**src/rtl/muldiv_wb_arbiter.sv**
```systemverilog
// Merges multiplier results (small FIFO) and divider results (one holding register) onto one
// write-back port, with starvation-bounded priority. Optional macro: MULDIV_WB_PC_TRACK_EN adds pc tracking.
module muldiv_wb_arbiter #(
    parameter int unsigned TRANS_ID_BITS  = 3,
    parameter int unsigned XLEN           = 64,
    parameter int unsigned VLEN           = 64,
    parameter int unsigned MUL_FIFO_DEPTH = 2,
    parameter int unsigned STARVE_LIMIT   = 4
) (
    input  logic                     clk_i,
    input  logic                     rst_i,
    input  logic                     flush_i,
    input  logic                     mul_valid_i,
    input  logic [XLEN-1:0]          mul_result_i,
    input  logic [TRANS_ID_BITS-1:0] mul_trans_id_i,
    output logic                     mul_ready_o,
    input  logic                     div_valid_i,
    input  logic [XLEN-1:0]          div_result_i,
    input  logic [TRANS_ID_BITS-1:0] div_trans_id_i,
    output logic                     div_ready_o,
    output logic                     wb_valid_o,
    output logic [XLEN-1:0]          wb_result_o,
    output logic [TRANS_ID_BITS-1:0] wb_trans_id_o,
    input  logic                     wb_ready_i,
`ifdef MULDIV_WB_PC_TRACK_EN
    input  logic [VLEN-1:0]          mul_pc_i,
    input  logic [VLEN-1:0]          div_pc_i,
    output logic [VLEN-1:0]          wb_pc_o,
`endif
    output logic                     mul_overflow_o
);

    localparam int unsigned PTR_W = (MUL_FIFO_DEPTH > 1) ? $clog2(MUL_FIFO_DEPTH) : 1;
    localparam int unsigned CNT_W = PTR_W + 1;
    localparam int unsigned STV_W = $clog2(STARVE_LIMIT + 1);
    localparam logic [CNT_W-1:0] DEPTH_C = CNT_W'(MUL_FIFO_DEPTH);
    localparam logic [STV_W-1:0] LIMIT_C = STV_W'(STARVE_LIMIT);

    typedef enum logic [0:0] {PRIO_MUL = 1'b0, PRIO_DIV = 1'b1} arb_state_e;

    logic [XLEN-1:0]          mem_result_r [MUL_FIFO_DEPTH];
    logic [TRANS_ID_BITS-1:0] mem_id_r     [MUL_FIFO_DEPTH];
    logic [PTR_W-1:0]         wr_ptr_r, rd_ptr_r;
    logic [CNT_W-1:0]         count_r;
    logic [CNT_W:0]           occ_s;
    logic                     hold_valid_r;
    logic [XLEN-1:0]          hold_result_r;
    logic [TRANS_ID_BITS-1:0] hold_id_r;
    logic [STV_W-1:0]         starve_r, starve_next_s;
    arb_state_e               state_r, state_next_s;
    logic                     lock_valid_r, lock_div_r;
    logic                     overflow_r;
    logic                     fifo_empty_s, fifo_full_s;
    logic                     sel_div_s, wb_valid_s, wb_fire_s;
    logic                     mul_pop_s, div_pop_s, mul_push_s, mul_drop_s, div_capture_s;
`ifdef MULDIV_WB_PC_TRACK_EN
    logic [VLEN-1:0]          mem_pc_r [MUL_FIFO_DEPTH];
    logic [VLEN-1:0]          hold_pc_r;
`endif

    assign fifo_empty_s  = (count_r == {CNT_W{1'b0}});
    assign fifo_full_s   = (count_r == DEPTH_C);
    assign wb_valid_s    = ~fifo_empty_s | hold_valid_r;
    assign wb_fire_s     = wb_valid_s & wb_ready_i;
    assign mul_pop_s     = wb_fire_s & ~sel_div_s;
    assign div_pop_s     = wb_fire_s & sel_div_s;
    // A full FIFO still accepts a push when its head leaves in the same cycle.
    assign mul_push_s    = mul_valid_i & ~flush_i & (~fifo_full_s | mul_pop_s);
    assign mul_drop_s    = mul_valid_i & ~flush_i & fifo_full_s & ~mul_pop_s;
    assign div_capture_s = div_valid_i & ~hold_valid_r & ~flush_i;
    assign occ_s         = {1'b0, count_r} + {{CNT_W{1'b0}}, mul_valid_i};
    assign mul_ready_o   = (occ_s < {1'b0, DEPTH_C});
    assign div_ready_o   = ~hold_valid_r;
    assign mul_overflow_o = overflow_r;

    // FIFO storage; contents are only observable through count, so no reset is needed.
    always_ff @(posedge clk_i) begin
        if (mul_push_s) begin
            mem_result_r[wr_ptr_r] <= mul_result_i;
            mem_id_r[wr_ptr_r]     <= mul_trans_id_i;
`ifdef MULDIV_WB_PC_TRACK_EN
            mem_pc_r[wr_ptr_r]     <= mul_pc_i;
`endif
        end
    end

    // FIFO pointers, occupancy and sticky overflow flag.
    always_ff @(posedge clk_i) begin
        if (rst_i) begin
            wr_ptr_r   <= {PTR_W{1'b0}};
            rd_ptr_r   <= {PTR_W{1'b0}};
            count_r    <= {CNT_W{1'b0}};
            overflow_r <= 1'b0;
        end else begin
            if (mul_drop_s) begin
                overflow_r <= 1'b1;
            end
            if (flush_i) begin
                wr_ptr_r <= {PTR_W{1'b0}};
                rd_ptr_r <= {PTR_W{1'b0}};
                count_r  <= {CNT_W{1'b0}};
            end else begin
                if (mul_push_s) wr_ptr_r <= wr_ptr_r + PTR_W'(1);
                if (mul_pop_s)  rd_ptr_r <= rd_ptr_r + PTR_W'(1);
                case ({mul_push_s, mul_pop_s})
                    2'b10:   count_r <= count_r + CNT_W'(1);
                    2'b01:   count_r <= count_r - CNT_W'(1);
                    default: count_r <= count_r;
                endcase
            end
        end
    end

    // Divider holding register.
    always_ff @(posedge clk_i) begin
        if (rst_i) begin
            hold_valid_r  <= 1'b0;
            hold_result_r <= {XLEN{1'b0}};
            hold_id_r     <= {TRANS_ID_BITS{1'b0}};
`ifdef MULDIV_WB_PC_TRACK_EN
            hold_pc_r     <= {VLEN{1'b0}};
`endif
        end else if (flush_i) begin
            hold_valid_r <= 1'b0;
        end else if (div_capture_s) begin
            hold_valid_r  <= 1'b1;
            hold_result_r <= div_result_i;
            hold_id_r     <= div_trans_id_i;
`ifdef MULDIV_WB_PC_TRACK_EN
            hold_pc_r     <= div_pc_i;
`endif
        end else if (div_pop_s) begin
            hold_valid_r <= 1'b0;
        end
    end

    // Starvation counter next value: counts divider losses while a result is held.
    always_comb begin
        starve_next_s = starve_r;
        if (!hold_valid_r || div_pop_s) begin
            starve_next_s = {STV_W{1'b0}};
        end else if (mul_pop_s && (starve_r != LIMIT_C)) begin
            starve_next_s = starve_r + STV_W'(1);
        end else begin
            starve_next_s = starve_r;
        end
    end

    // State register, starvation counter and stall lock.
    always_ff @(posedge clk_i) begin
        if (rst_i || flush_i) begin
            state_r      <= PRIO_MUL;
            starve_r     <= {STV_W{1'b0}};
            lock_valid_r <= 1'b0;
            lock_div_r   <= 1'b0;
        end else begin
            state_r      <= state_next_s;
            starve_r     <= starve_next_s;
            lock_valid_r <= wb_valid_s & ~wb_ready_i;
            lock_div_r   <= sel_div_s;
        end
    end

    // Next-state: forced divider priority as soon as the loss budget is exhausted.
    always_comb begin
        state_next_s = state_r;
        case (state_r)
            PRIO_MUL: begin
                if (hold_valid_r && !div_pop_s && (starve_next_s == LIMIT_C)) begin
                    state_next_s = PRIO_DIV;
                end else begin
                    state_next_s = PRIO_MUL;
                end
            end
            PRIO_DIV: begin
                if (div_pop_s) begin
                    state_next_s = PRIO_MUL;
                end else begin
                    state_next_s = PRIO_DIV;
                end
            end
            default: state_next_s = PRIO_MUL;
        endcase
    end

    // Output selection; a stalled payload keeps its source even if the FIFO fills meanwhile.
    always_comb begin
        sel_div_s     = 1'b0;
        wb_valid_o    = wb_valid_s;
        wb_result_o   = {XLEN{1'b0}};
        wb_trans_id_o = {TRANS_ID_BITS{1'b0}};
`ifdef MULDIV_WB_PC_TRACK_EN
        wb_pc_o       = {VLEN{1'b0}};
`endif
        if (lock_valid_r) begin
            sel_div_s = lock_div_r;
        end else if (state_r == PRIO_DIV) begin
            sel_div_s = 1'b1;
        end else begin
            sel_div_s = fifo_empty_s;
        end
        if (wb_valid_s && sel_div_s) begin
            wb_result_o   = hold_result_r;
            wb_trans_id_o = hold_id_r;
`ifdef MULDIV_WB_PC_TRACK_EN
            wb_pc_o       = hold_pc_r;
`endif
        end else if (wb_valid_s) begin
            wb_result_o   = mem_result_r[rd_ptr_r];
            wb_trans_id_o = mem_id_r[rd_ptr_r];
`ifdef MULDIV_WB_PC_TRACK_EN
            wb_pc_o       = mem_pc_r[rd_ptr_r];
`endif
        end else begin
            wb_result_o   = {XLEN{1'b0}};
            wb_trans_id_o = {TRANS_ID_BITS{1'b0}};
        end
    end

endmodule

```
**config.mk**
```make
export PLATFORM = sky130hd
export DESIGN_NAME = muldiv_wb_arbiter
export DESIGN_NICKNAME = d
export VERILOG_FILES = /design/src/rtl/muldiv_wb_arbiter.sv
export SDC_FILE = /design/constraint.sdc
export NUM_CORES = 1
export LEC_CHECK = 0
export BUFFER_PORTS_ARGS = -buffer_cell sky130_fd_sc_hd__buf_2
export CAP_MARGIN = 20
export CORE_MARGIN = 1.5
export CORE_UTILIZATION = 45
export DETAILED_ROUTE_END_ITERATION = 7
export GPL_TIMING_DRIVEN = 1
export HOLD_SLACK_MARGIN = 0.03
export PLACE_DENSITY = 0.69
export REMOVE_ABC_BUFFERS = 1
export SYNTH_ARGS = -nofsm -noshare
export SYNTH_HDL_FRONTEND = slang
export SYNTH_SLANG_ARGS = --single-unit
```
**constraint.sdc**
```tcl
create_clock -name clk_i -period 5.7 [get_ports clk_i]
set_input_delay 1.14 -clock clk_i [delete_from_list [all_inputs] [get_ports clk_i]]
set_output_delay 1.14 -clock clk_i [all_outputs]
set_load 0.02 [all_outputs]
```
-- After elaboration in Yosys (flattened, before gate mapping)
Memories as Yosys holds them, arrays and structs flattened. A register that Yosys moved wholly into a read port is not among the register bits.
Cells that the tools add are included.
- add/sub/neg operators: 6
- magnitude comparators: 1
- equality and inequality tests: 5
- multiplexer cells: 20
- bitwise logic cells: 20
- reductions and logical operators: 13
- operator list (operator ; count):
    64-bit 2-to-1 mux ; 2
    1-bit 2-to-1 mux ; 12
    3-bit 2-to-1 mux ; 4
    1-bit bitwise AND ; 10
    1-bit inverter ; 8
    2-bit equality test (second input constant) ; 2
    1-bit logical AND ; 4
    2-bit one-hot mux with 2 select lines ; 1
    2-bit nonzero test ; 2
    2-bit by 1-bit adder with 3-bit output ; 1
    3-bit by 1-bit adder with 3-bit output (second input constant) ; 1
    3-bit equality test (second input constant) ; 1
    3-bit by 2-bit < comparator with 1-bit output (second input constant) ; 1
    3-bit != test (second input constant) ; 1
    1-bit adder (second input constant) ; 2
    2-bit by 1-bit adder with 2-bit output (second input constant) ; 1
    2-bit by 1-bit equality test with 1-bit output (second input constant) ; 1
    1-bit zero test ; 2
    2-bit zero test ; 1
    1-bit logical OR ; 2
    1-bit OR ; 2
    1-bit one-hot mux with 2 select lines ; 1
    2-bit AND reduction ; 1
    2-bit OR reduction ; 1
    2-bit by 1-bit subtractor with 2-bit output (second input constant) ; 1
- register bits after elaboration: 79
- memory bits (writable): 134
- input bits: 140
- output and inout port bits: 71
- word-level logic and storage cells: 78
- memories kept: 2
- memories (name ; depth ; bits a word ; rd ports ; clocked after memory_dff ; wr ports ; RTL line ; RTL):
    mem_result_r ; 2 ; 64 ; 1 ; 1 ; 1 ; 41 ; logic [XLEN-1:0] mem_result_r [MUL_FIFO_DEPTH];
    mem_id_r ; 2 ; 3 ; 1 ; 1 ; 1 ; 42 ; logic [TRANS_ID_BITS-1:0] mem_id_r [MUL_FIFO_DEPTH];

-- Longest topological paths before layout
Gate-level depths: netlist (run 1).
- depth in word-level cells: 12
- depth in mapped cells: 10
- depth with buffers taken out: 8

-- Worst setup path after synthesis (run 1)
Ideal clock, no wire load.
- path type: input to register
- start point: input wb_ready_i
- end point: memory mem_id_r[0][0] (enable)
- library setup time: 0.492 ns
- arrival: 4.296 ns
- required time: 5.208 ns
- setup slack: 0.912 ns
- stages: 3
- cells stage by stage: nand2_1 > a211o_1 > nor2_1
- longest elaborated chain between the ends: 6
- RTL lines (what ; RTL line ; RTL):
    start: declaration ; 24 ; input logic wb_ready_i,
    1-bit bitwise AND ; 64 ; assign wb_fire_s = wb_valid_s & wb_ready_i;
    1-bit bitwise AND ; 65 ; assign mul_pop_s = wb_fire_s & ~sel_div_s;
    1-bit OR ; 68 ; assign mul_push_s = mul_valid_i & ~flush_i & (~fifo_full_s | mul_pop_s);
    1-bit bitwise AND ; 68 ;
    1-bit 2-to-1 mux ; 78 ; if (mul_push_s) begin
    1-bit 2-to-1 mux (implied by the code) ; 80 ; mem_id_r[wr_ptr_r] <= mul_trans_id_i;
    end: declaration ; 42 ;
Every way passes these cells.

-- Final worst setup path (run 1)
- start point: register count_r[0]
- end point: output wb_result_o[25]
- longest elaborated chain between the ends: 5
- RTL lines (what ; RTL line ; RTL):
    start: declaration ; 44 ; logic [CNT_W-1:0] count_r;
    start signal: assignment ; 92 ; count_r <= {CNT_W{1'b0}};
    start signal: assignment ; 101 ; count_r <= {CNT_W{1'b0}};
    start signal: assignment ; 106 ; 2'b10: count_r <= count_r + CNT_W'(1);
    2-bit zero test * ; 61 ; assign fifo_empty_s = (count_r == {CNT_W{1'b0}});
    1-bit 2-to-1 mux / 1-bit inverter (equally long branches) ; 197, 63 ;
    1-bit 2-to-1 mux / 1-bit OR (equally long branches) ; 195, 63 ;
    1-bit logical AND / 64-bit 2-to-1 mux (equally long branches) ; 202, 208 ;
    64-bit 2-to-1 mux * ; 202 ; if (wb_valid_s && sel_div_s) begin
    end: declaration ; 22 ; output logic [XLEN-1:0] wb_result_o,
Every way passes the cells marked *; elsewhere a longest branch is shown, timed or not.

==> run_summary.xml, run 1 <==
<?xml version="1.0" encoding="UTF-8"?>
<metrics>
  <group name="outcome">
    <metric name="status" unit="">finished, final reports clean</metric>
  </group>
  <group name="critical_path">
    <metric name="ff2ff_setup_slack" unit="ns">2.50</metric>
    <metric name="setup.worst_path.class" unit="">reg2out</metric>
    <metric name="rr_endpoint" unit="">mem_result_r[0][47]$_DFFE_PP_</metric>
    <metric name="critPathArrivalTime" unit="ns">2.74</metric>
    <metric name="rr_startpoint" unit="">count_r[0]$_SDFFE_PP0P_</metric>
    <metric name="worstPathRequired" unit="ns">4.56</metric>
    <metric name="critical_path_start_type" unit="">flip-flop</metric>
    <metric name="timing.critical_path.fanout_max" unit="">91</metric>
    <metric name="r2r_cells" unit="">7</metric>
    <metric name="critPathCaptureType" unit="">output port</metric>
  </group>
  <group name="power_and_ir_drop">
    <metric name="ir_drop" unit="uV">258</metric>
    <metric name="leakage" unit="uW">0.00390</metric>
    <metric name="power.density" unit="nW/um2">340</metric>
  </group>
  <group name="layout">
    <metric name="final_area" unit="um2">10600</metric>
    <metric name="synthToLayoutAreaGrowth" unit="%">25.0</metric>
    <metric name="filler_cell_count" unit="">1589</metric>
    <metric name="layout_cells_sized_above_1" unit="%">28.6</metric>
    <metric name="post_layout_nonfiller_instances" unit="">1182</metric>
    <metric name="finalNetCount" unit="">1072</metric>
  </group>
  <group name="cts">
    <metric name="postCtsSetupBuffers" unit="">0</metric>
    <metric name="cts_hold_buf" unit="">0</metric>
    <metric name="post_cts_resized" unit="">0</metric>
    <metric name="cts-root-to-sink-buffers" unit="">3</metric>
    <metric name="clk_latency" unit="ns">0.51</metric>
    <metric name="cts_root_buffer" unit="">sky130_fd_sc_hd__clkbuf_16</metric>
    <metric name="total_clock_buffers_created_by_cts" unit="">24</metric>
    <metric name="cts.sinks" unit="">214</metric>
    <metric name="htree_num_levels" unit="">1</metric>
    <metric name="tritoncts" unit="">yes</metric>
    <metric name="clk_pin_slew" unit="ns">0.06</metric>
  </group>
  <group name="die">
    <metric name="die_x" unit="um">140</metric>
    <metric name="floorplan.io_pins" unit="">211</metric>
    <metric name="core-area" unit="um2">18600</metric>
    <metric name="starting_density" unit="%">45.6</metric>
    <metric name="fp.dieH" unit="um">140</metric>
    <metric name="die-area" unit="um2">19700</metric>
    <metric name="row_cnt" unit="">50</metric>
  </group>
  <group name="job">
    <metric name="max_cap_violations" unit="">0</metric>
  </group>
  <group name="synthesis">
    <metric name="area_of_the_mapped_netlist" unit="um2">8500</metric>
    <metric name="synth_top_family_by_area" unit="">compound AO/OA/AOI/OAI gates</metric>
    <metric name="synth_top_area_share" unit="%">47.3</metric>
    <metric name="post_synth_num_cell_types" unit="">33</metric>
    <metric name="synth_warnings" unit="">0</metric>
    <metric name="synth_top_cells_by_area" unit="">sky130_fd_sc_hd__edfxtp_1 (47%), sky130_fd_sc_hd__dfxtp_1 (19%), sky130_fd_sc_hd__mux2i_1 (7.9%), sky130_fd_sc_hd__nand2_1 (6.1%), sky130_fd_sc_hd__a211oi_1 (5.9%)</metric>
    <metric name="post_synthesis_compound_gate_area_fraction" unit="%">11.1</metric>
    <metric name="synthCells" unit="">736</metric>
    <metric name="yosys_register_bits" unit="">214</metric>
    <metric name="synthArstFlopShare" unit="%">0</metric>
    <metric name="yosys.area_share.simple" unit="%">10.8</metric>
    <metric name="post-synth-top-count-cell" unit="">sky130_fd_sc_hd__nand2_1</metric>
    <metric name="synth.area.mux_share" unit="%">8.02</metric>
    <metric name="ys.flop_type" unit="">sky130_fd_sc_hd__edfxtp_1</metric>
    <metric name="synth_sequential_area_ratio" unit="%">66.1</metric>
    <metric name="area_share_of_xor_xnor_cells_in_the_synthesized_design" unit="%">0.309</metric>
    <metric name="synth-adder-area-share" unit="%">0.441</metric>
    <metric name="synthDominantAreaCellType" unit="">sky130_fd_sc_hd__edfxtp_1</metric>
    <metric name="netlist_top_cells_count" unit="">sky130_fd_sc_hd__nand2_1 (139), sky130_fd_sc_hd__edfxtp_1 (134), sky130_fd_sc_hd__dfxtp_1 (80), sky130_fd_sc_hd__nor2_1 (80), sky130_fd_sc_hd__a21oi_1 (72)</metric>
    <metric name="synth_edf_count" unit="">134</metric>
    <metric name="syn_area_per_cell" unit="um2">11.6</metric>
  </group>
  <group name="global_routing">
    <metric name="antenna_found_initial" unit="">3</metric>
    <metric name="grt_first_pass_wirelength" unit="um">31000</metric>
    <metric name="grtUsageTotal" unit="%">19.8</metric>
    <metric name="grt_pass1_vias" unit="">5996</metric>
    <metric name="grt_max_degree" unit="">92</metric>
    <metric name="grt_residual_overflow" unit="">0</metric>
  </group>
  <group name="detailed_routing">
    <metric name="drcViolationCount" unit="">0</metric>
    <metric name="route.vias.total" unit="">6159</metric>
    <metric name="antenna_violating_nets_post_route" unit="">0</metric>
    <metric name="postRouteWirelength" unit="um">19700</metric>
    <metric name="wire_per_inst" unit="um">16.6</metric>
    <metric name="initialDrtViolationCount" unit="">312</metric>
    <metric name="via_per_inst" unit="">5.21</metric>
    <metric name="initial_drt_pass_iterations" unit="">4</metric>
  </group>
  <group name="sta">
    <metric name="fin_tns_setup" unit="ns">0</metric>
    <metric name="skew" unit="ns">0.0146</metric>
    <metric name="maxSlewHeadroom" unit="%">36.9</metric>
    <metric name="maxSlewViolCount" unit="">0</metric>
    <metric name="unrepaired_setup_endpoints_after_global_routing" unit="">no</metric>
    <metric name="finalCriticalPeriod" unit="ns">3.88</metric>
    <metric name="setup_viol_count_final" unit="">0</metric>
    <metric name="timing_worst_slew_pin_value" unit="ns">0.947</metric>
    <metric name="maxClockFrequency" unit="MHz">258</metric>
    <metric name="final_min_period_over_clock_period" unit="%">68.0</metric>
    <metric name="timing_hold_violations_final" unit="">0</metric>
    <metric name="worst_hold_slack" unit="ns">0.455</metric>
  </group>
  <group name="placement">
    <metric name="placed_cells_incl_taps" unit="">1136</metric>
    <metric name="portBuffers" unit="">210</metric>
    <metric name="postPlaceCellArea" unit="um2">9730</metric>
    <metric name="gpl.final_weighted_congestion" unit="">0.748</metric>
    <metric name="dp.final_hpwl" unit="um">12300</metric>
  </group>
  <group name="hold_path">
    <metric name="holdCritStartpoint" unit="">hold_result_r[36]$_SDFFE_PP0P_</metric>
    <metric name="hold_end" unit="">hold_result_r[36]$_SDFFE_PP0P_</metric>
    <metric name="hold_path_depth" unit="">2</metric>
    <metric name="hold_path.class" unit="">reg2reg</metric>
  </group>
</metrics>
[report_power, final]
| part | leakage [uW] | switching [uW] | internal [uW] |
|---|---|---|---|
| logic | 0.00159 | 156 | 87.4 |
| registers | 0.00188 | 19.0 | 1700 |
| clock network | 0.000429 | 597 | 1060 |
| total | 0.00390 | 772 | 2840 |
[metal layers]
metal  wire length [um]  global-route usage, %
met3               1750                   6.29
met5                 12                      0
met2               8950                   32.0
met1               8510                   25.7
met4                460                   5.70
[cells in the final DEF, fill, tap and decap left out, types with 3 or more instances in the layout]
| cell type | Yosys | routed |
|---|---|---|
| sky130_fd_sc_hd__a21oi_1 | 72 | 72 |
| sky130_fd_sc_hd__bufinv_16 | 0 | 4 |
| sky130_fd_sc_hd__edfxtp_1 | 134 | 134 |
| sky130_fd_sc_hd__mux2i_1 | 67 | 67 |
| sky130_fd_sc_hd__inv_1 | 8 | 8 |
| sky130_fd_sc_hd__dfxtp_1 | 80 | 79 |
| sky130_fd_sc_hd__clkbuf_16 | 0 | 25 |
| sky130_fd_sc_hd__a211oi_1 | 67 | 67 |
| sky130_fd_sc_hd__ha_1 | 3 | 3 |
| sky130_fd_sc_hd__buf_2 | 27 | 210 |
| sky130_fd_sc_hd__nor3_1 | 5 | 4 |
| sky130_fd_sc_hd__nand2_1 | 139 | 139 |
| sky130_fd_sc_hd__buf_4 | 0 | 11 |
| sky130_fd_sc_hd__nand3_1 | 4 | 3 |
| sky130_fd_sc_hd__clkbuf_8 | 0 | 6 |
| sky130_fd_sc_hd__clkbuf_1 | 27 | 3 |
| sky130_fd_sc_hd__nor2_1 | 80 | 78 |
| sky130_fd_sc_hd__clkinv_2 | 0 | 4 |
[worst max path at each step]
stage	startpoint	to	slack, ns	depth (start not counted)
global route	count_r[0]$_SDFFE_PP0P_	wb_result_o[25]	1.53	6
floorplan	count_r[0]$_SDFFE_PP0P_	mem_id_r[0][0]$_DFFE_PP_	-3.07	5
global placement	wb_ready_i	mem_result_r[1][26]$_DFFE_PP_	2.33	5
finish	count_r[0]$_SDFFE_PP0P_	wb_result_o[25]	1.82	6
CTS	count_r[0]$_SDFFE_PP0P_	wb_result_o[25]	1.79	6
detailed placement	wb_ready_i	mem_result_r[1][14]$_DFFE_PP_	2.30	5
[flip-flops by register name, summed over array words and instances, names as in the netlist, named ones only]
signal,flops
state_r,1
hold_id_r,3
count_r,2
mul_overflow_o,1
rd_ptr_r,1
wr_ptr_r,1
hold_valid_r,1
mem_id_r,6
lock_valid_r,1
starve_r,3
hold_result_r,64
lock_div_r,1
mem_result_r,128
[critical path, cell delays in order, from the launching register on]
cell                       delay (ns)
sky130_fd_sc_hd__dfxtp_1         0.46
sky130_fd_sc_hd__nor2_1          0.12
sky130_fd_sc_hd__o31ai_4         0.19
sky130_fd_sc_hd__buf_4           0.76
sky130_fd_sc_hd__nor2_1          0.10
sky130_fd_sc_hd__a211oi_1        0.35
sky130_fd_sc_hd__buf_2           0.23
[per-stage QoR]
stage | setup slack (ns) | utilization (%) | total power (uW)
finish | 1.82 | 57.0 | 3610
floorplan | -3.07 | - | 1880
CTS | 1.79 | 56.9 | 3650
global route | 1.53 | 57.0 | 3740
detailed placement | 2.30 | 52.2 | 1990
global placement | 2.33 | 52.2 | 1990
[final cells by class]
class | instances | area, um2 | share of cell area [%]
repair buffers | 222 | 1160 | 10.9
multi-input cells | 459 | 2640 | 24.9
flip-flops and latches | 214 | 5630 | 53.0
clock buffers | 34 | 719 | 6.77
clock inverters | 10 | 151 | 1.42
inverters | 8 | 30.0 | 0.282
well taps | 234 | 293 | 2.75
diodes | 1 | 2.50 | 0.0235
[cells by family after synthesis]
kind of cell / after synthesis
flops: 214
compound gates: 149
simple gates: 236
fa+ha+maj: 3
buf+inv: 63
xor+xnor: 3
mux: 68
(Power assumes the default switching activity.)
==> run 2: changes to the inputs <==
--- a/config.mk
+++ b/config.mk
@@ -5,6 +5,7 @@
 export SDC_FILE = /design/constraint.sdc
 export NUM_CORES = 1
 export LEC_CHECK = 0
+export ABC_AREA = 1
 export BUFFER_PORTS_ARGS = -buffer_cell sky130_fd_sc_hd__buf_2
 export CAP_MARGIN = 20
 export CORE_MARGIN = 1.5
==> constraint.sdc (replaced) <==
create_clock -name clk_i -period 4 [get_ports clk_i]
set_input_delay 0.8 -clock clk_i [delete_from_list [all_inputs] [get_ports clk_i]]
set_output_delay 0.8 -clock clk_i [all_outputs]
set_load 0.02 [all_outputs]
==> run 2 against run 1 <==
  * Utilization down 0.41 points
  * Critical path type unchanged
  * Critical path depth up 2
  * Highest routed layer unchanged
  * Die area up 1.6%
  * Combinational power up 67%
  * Count of clock-buffer cells in the layout down 1
==> run_summary.xml, run 2 <==
<?xml version="1.0" encoding="UTF-8"?>
<metrics>
  <group name="global_routing">
    <metric name="grt_residual_overflow" unit="">0</metric>
    <metric name="grt_first_pass_wirelength" unit="um">29300</metric>
    <metric name="grt_pass1_vias" unit="">5825</metric>
    <metric name="antenna_found_initial" unit="">4</metric>
    <metric name="grtUsageTotal" unit="%">18.5</metric>
    <metric name="grt_max_degree" unit="">68</metric>
  </group>
  <group name="job">
    <metric name="max_cap_violations" unit="">0</metric>
  </group>
  <group name="synthesis">
    <metric name="synth_warnings" unit="">0</metric>
    <metric name="synthDominantAreaCellType" unit="">sky130_fd_sc_hd__edfxtp_1</metric>
    <metric name="synth_top_area_share" unit="%">46.5</metric>
    <metric name="synthCells" unit="">744</metric>
    <metric name="area_of_the_mapped_netlist" unit="um2">8640</metric>
    <metric name="synth_top_cells_by_area" unit="">sky130_fd_sc_hd__edfxtp_1 (47%), sky130_fd_sc_hd__dfxtp_1 (19%), sky130_fd_sc_hd__nor2_1 (9.2%), sky130_fd_sc_hd__mux2i_1 (7.8%), sky130_fd_sc_hd__o21ai_0 (4.0%)</metric>
    <metric name="synthArstFlopShare" unit="%">0</metric>
    <metric name="ys.flop_type" unit="">sky130_fd_sc_hd__edfxtp_1</metric>
    <metric name="synth_edf_count" unit="">134</metric>
    <metric name="post-synth-top-count-cell" unit="">sky130_fd_sc_hd__nor2_1</metric>
    <metric name="netlist_top_cells_count" unit="">sky130_fd_sc_hd__nor2_1 (212), sky130_fd_sc_hd__edfxtp_1 (134), sky130_fd_sc_hd__dfxtp_1 (80)</metric>
    <metric name="synth_sequential_area_ratio" unit="%">65.1</metric>
    <metric name="syn_area_per_cell" unit="um2">11.6</metric>
    <metric name="yosys_register_bits" unit="">214</metric>
    <metric name="post_synth_num_cell_types" unit="">28</metric>
  </group>
  <group name="critical_path">
    <metric name="critical_path_start_type" unit="">flip-flop</metric>
    <metric name="cpMostUsedCell" unit="">sky130_fd_sc_hd__nand2_2</metric>
    <metric name="timing.critical_path.fanout_max" unit="">66</metric>
    <metric name="max_stage_delay" unit="ns">0.54</metric>
    <metric name="critPathCaptureType" unit="">output port</metric>
    <metric name="worstPathRequired" unit="ns">3.20</metric>
    <metric name="worst_path_max_delay_cell" unit="">sky130_fd_sc_hd__nand2_4</metric>
    <metric name="setup.worst_path.class" unit="">reg2out</metric>
    <metric name="critPathArrivalTime" unit="ns">2.60</metric>
    <metric name="cp_cell_sequence" unit="">inv_2, nand2_2, nand2_2, nand2_4, buf_4, nor2_1, a211oi_1, buf_2</metric>
  </group>
  <group name="detailed_routing">
    <metric name="initial_drt_pass_iterations" unit="">5</metric>
    <metric name="antenna_violating_nets_post_route" unit="">0</metric>
    <metric name="drcViolationCount" unit="">0</metric>
    <metric name="wire_per_inst" unit="um">16.1</metric>
    <metric name="route.vias.total" unit="">6166</metric>
    <metric name="via_per_inst" unit="">5.17</metric>
    <metric name="initialDrtViolationCount" unit="">380</metric>
    <metric name="postRouteWirelength" unit="um">19200</metric>
  </group>
  <group name="layout">
    <metric name="reg.largest.list" unit="">mem_result_r x128, hold_result_r x64, mem_id_r x6</metric>
    <metric name="largest_register_ff_count" unit="">128</metric>
    <metric name="layout_cells_sized_above_1" unit="%">30.4</metric>
    <metric name="filler_cell_count" unit="">1610</metric>
    <metric name="synthToLayoutAreaGrowth" unit="%">22.9</metric>
    <metric name="finalNetCount" unit="">1082</metric>
    <metric name="final_area" unit="um2">10600</metric>
    <metric name="top_register" unit="">mem_result_r</metric>
    <metric name="layout_common_cells" unit="">sky130_fd_sc_hd__nor2_1 (210), sky130_fd_sc_hd__buf_2 (210), sky130_fd_sc_hd__edfxtp_1 (134)</metric>
  </group>
  <group name="placement">
    <metric name="gpl.final_weighted_congestion" unit="">0.754</metric>
    <metric name="postPlaceCellArea" unit="um2">9880</metric>
    <metric name="dp.final_hpwl" unit="um">12200</metric>
    <metric name="portBuffers" unit="">210</metric>
  </group>
  <group name="cts">
    <metric name="total_clock_buffers_created_by_cts" unit="">22</metric>
    <metric name="cts-root-to-sink-buffers" unit="">3</metric>
    <metric name="clk_latency" unit="ns">0.49</metric>
    <metric name="tritoncts" unit="">yes</metric>
    <metric name="postCtsSetupBuffers" unit="">0</metric>
    <metric name="cts.sinks" unit="">214</metric>
    <metric name="clk_pin_slew" unit="ns">0.06</metric>
    <metric name="cts_hold_buf" unit="">0</metric>
    <metric name="htree_num_levels" unit="">1</metric>
    <metric name="cts_root_buffer" unit="">sky130_fd_sc_hd__clkbuf_16</metric>
    <metric name="post_cts_resized" unit="">0</metric>
  </group>
  <group name="sta">
    <metric name="timing_hold_violations_final" unit="">0</metric>
    <metric name="setup_viol_count_final" unit="">0</metric>
    <metric name="timing_worst_slew_pin_value" unit="ns">0.753</metric>
    <metric name="maxClockFrequency" unit="MHz">294</metric>
    <metric name="skew" unit="ns">0.00714</metric>
    <metric name="maxSlewHeadroom" unit="%">49.7</metric>
    <metric name="final_min_period_over_clock_period" unit="%">85.1</metric>
    <metric name="finalCriticalPeriod" unit="ns">3.40</metric>
    <metric name="unrepaired_setup_endpoints_after_global_routing" unit="">no</metric>
    <metric name="maxSlewViolCount" unit="">0</metric>
  </group>
  <group name="die">
    <metric name="die-area" unit="um2">20100</metric>
    <metric name="die_x" unit="um">142</metric>
    <metric name="core-area" unit="um2">18800</metric>
    <metric name="row_cnt" unit="">50</metric>
    <metric name="floorplan.io_pins" unit="">211</metric>
    <metric name="starting_density" unit="%">46.1</metric>
    <metric name="fp.dieH" unit="um">142</metric>
  </group>
  <group name="power_and_ir_drop">
    <metric name="seq_power_share" unit="%">50.6</metric>
    <metric name="part_of_the_power_in_the_clock_network" unit="%">41.0</metric>
    <metric name="power.density" unit="nW/um2">459</metric>
    <metric name="ir_drop" unit="uV">344</metric>
    <metric name="internal_power" unit="uW">3790</metric>
    <metric name="leakage" unit="uW">0.00397</metric>
    <metric name="p_total" unit="uW">4880</metric>
    <metric name="switching_share_of_total_power" unit="%">22.3</metric>
    <metric name="p_comb_share" unit="%">8.4</metric>
    <metric name="switching_power_of_the_nets" unit="uW">1090</metric>
  </group>
  <group name="hold_path">
    <metric name="hold_path.class" unit="">reg2reg</metric>
  </group>
  <group name="outcome">
    <metric name="status" unit="">finished, final reports clean</metric>
  </group>
</metrics>
-- run 2: cell count changes after synthesis, sizes merged, moves of 2 or more --
cell	delta
a21oi	-62
buf	+3
clkbuf	-7
inv	+10
nand2	-122
nand4	+4
nor2	+133
o21ai	+68
or3	-2
-- run 2: worst max-delay path: cells and delay by family, from the launching register on --
family,cells,cell delay [ns]
AND/OR/NAND/NOR,4,0.80
AO/OA/AOI/OAI,1,0.17
buffers and inverters,3,0.71
flip-flops,1,0.40
-- run 2: logic make-up (layout without fill, tap and decap cells) --
family / count (synthesis) / in the layout / synth area share (%)
AO/OA/AOI/OAI: 148 / 148 / 11.9
XOR/XNOR: 1 / 1 / 0.101
adder cells (fa/ha/maj): 3 / 3 / 0.434
buffers and inverters: 69 / 280 / 3.72
flip-flops: 214 / 214 / 65.1
multiplexers: 67 / 67 / 7.76
other: 0 / 3 / 0
AND/OR/NAND/NOR: 242 / 242 / 11.0
-- run 2: per-layer routing --
metal | vias to the layer above | track usage, % | part of all wire [%]
li1 | 3031 | - | -
met1 | 2877 | 23.4 | 43
met2 | 212 | 31.8 | 47
met3 | 44 | 3.98 | 6.5
met4 | 2 | 5.75 | 2.8
met5 | - | 0 | 0.094
-- run 2: cell type report --
class	count	area, um2	area share [%]
Sequential cell	214	5630	53.0
Multi-Input combinational cell	461	2720	25.6
Timing Repair Buffer	222	1190	11.2
Clock buffer	33	663	6.24
Tap cell	234	293	2.76
Inverter	18	67.6	0.636
Clock inverter	7	55.1	0.518
Antenna cell	3	7.51	0.0707
-- run 2: power groups by stage --
stage | combinational, uW | sequential [uW] | clock, uW
floorplan | 239 | 2510 | 0
global placement | 398 | 2510 | 0
detailed placement | 407 | 2520 | 0
CTS | 408 | 2470 | 2050
global route | 456 | 2480 | 2150
finish | 408 | 2470 | 2000
-- run 2: worst paths after layout --
check	from	end	slack [ns]	cells after the start
setup / recovery	count_r[0]$_SDFFE_PP0P_	wb_result_o[25]	0.60	8
hold / removal	rd_ptr_r$_SDFFE_PP0P_	flip-flop	0.45	1
setup reg to reg	count_r[0]$_SDFFE_PP0P_	mem_result_r[1][26]$_DFFE_PP_	1.30	9
hold reg to reg	rd_ptr_r$_SDFFE_PP0P_	flip-flop	0.45	1
-- run 2: per-stage QoR --
step,instances,utilization [%],setup TNS (ns),hold slack (ns),setup WS [ns]
finish,1192,56.6,0,0.446,0.595
global route,1191,56.6,0,0.458,0.357
CTS,1188,56.5,0,0.439,0.583
detailed placement,1148,52.6,0,0.427,1.12
global placement,1148,52.6,0,0.426,1.19
floorplan,693,-,-148.92,0.425,-1.12
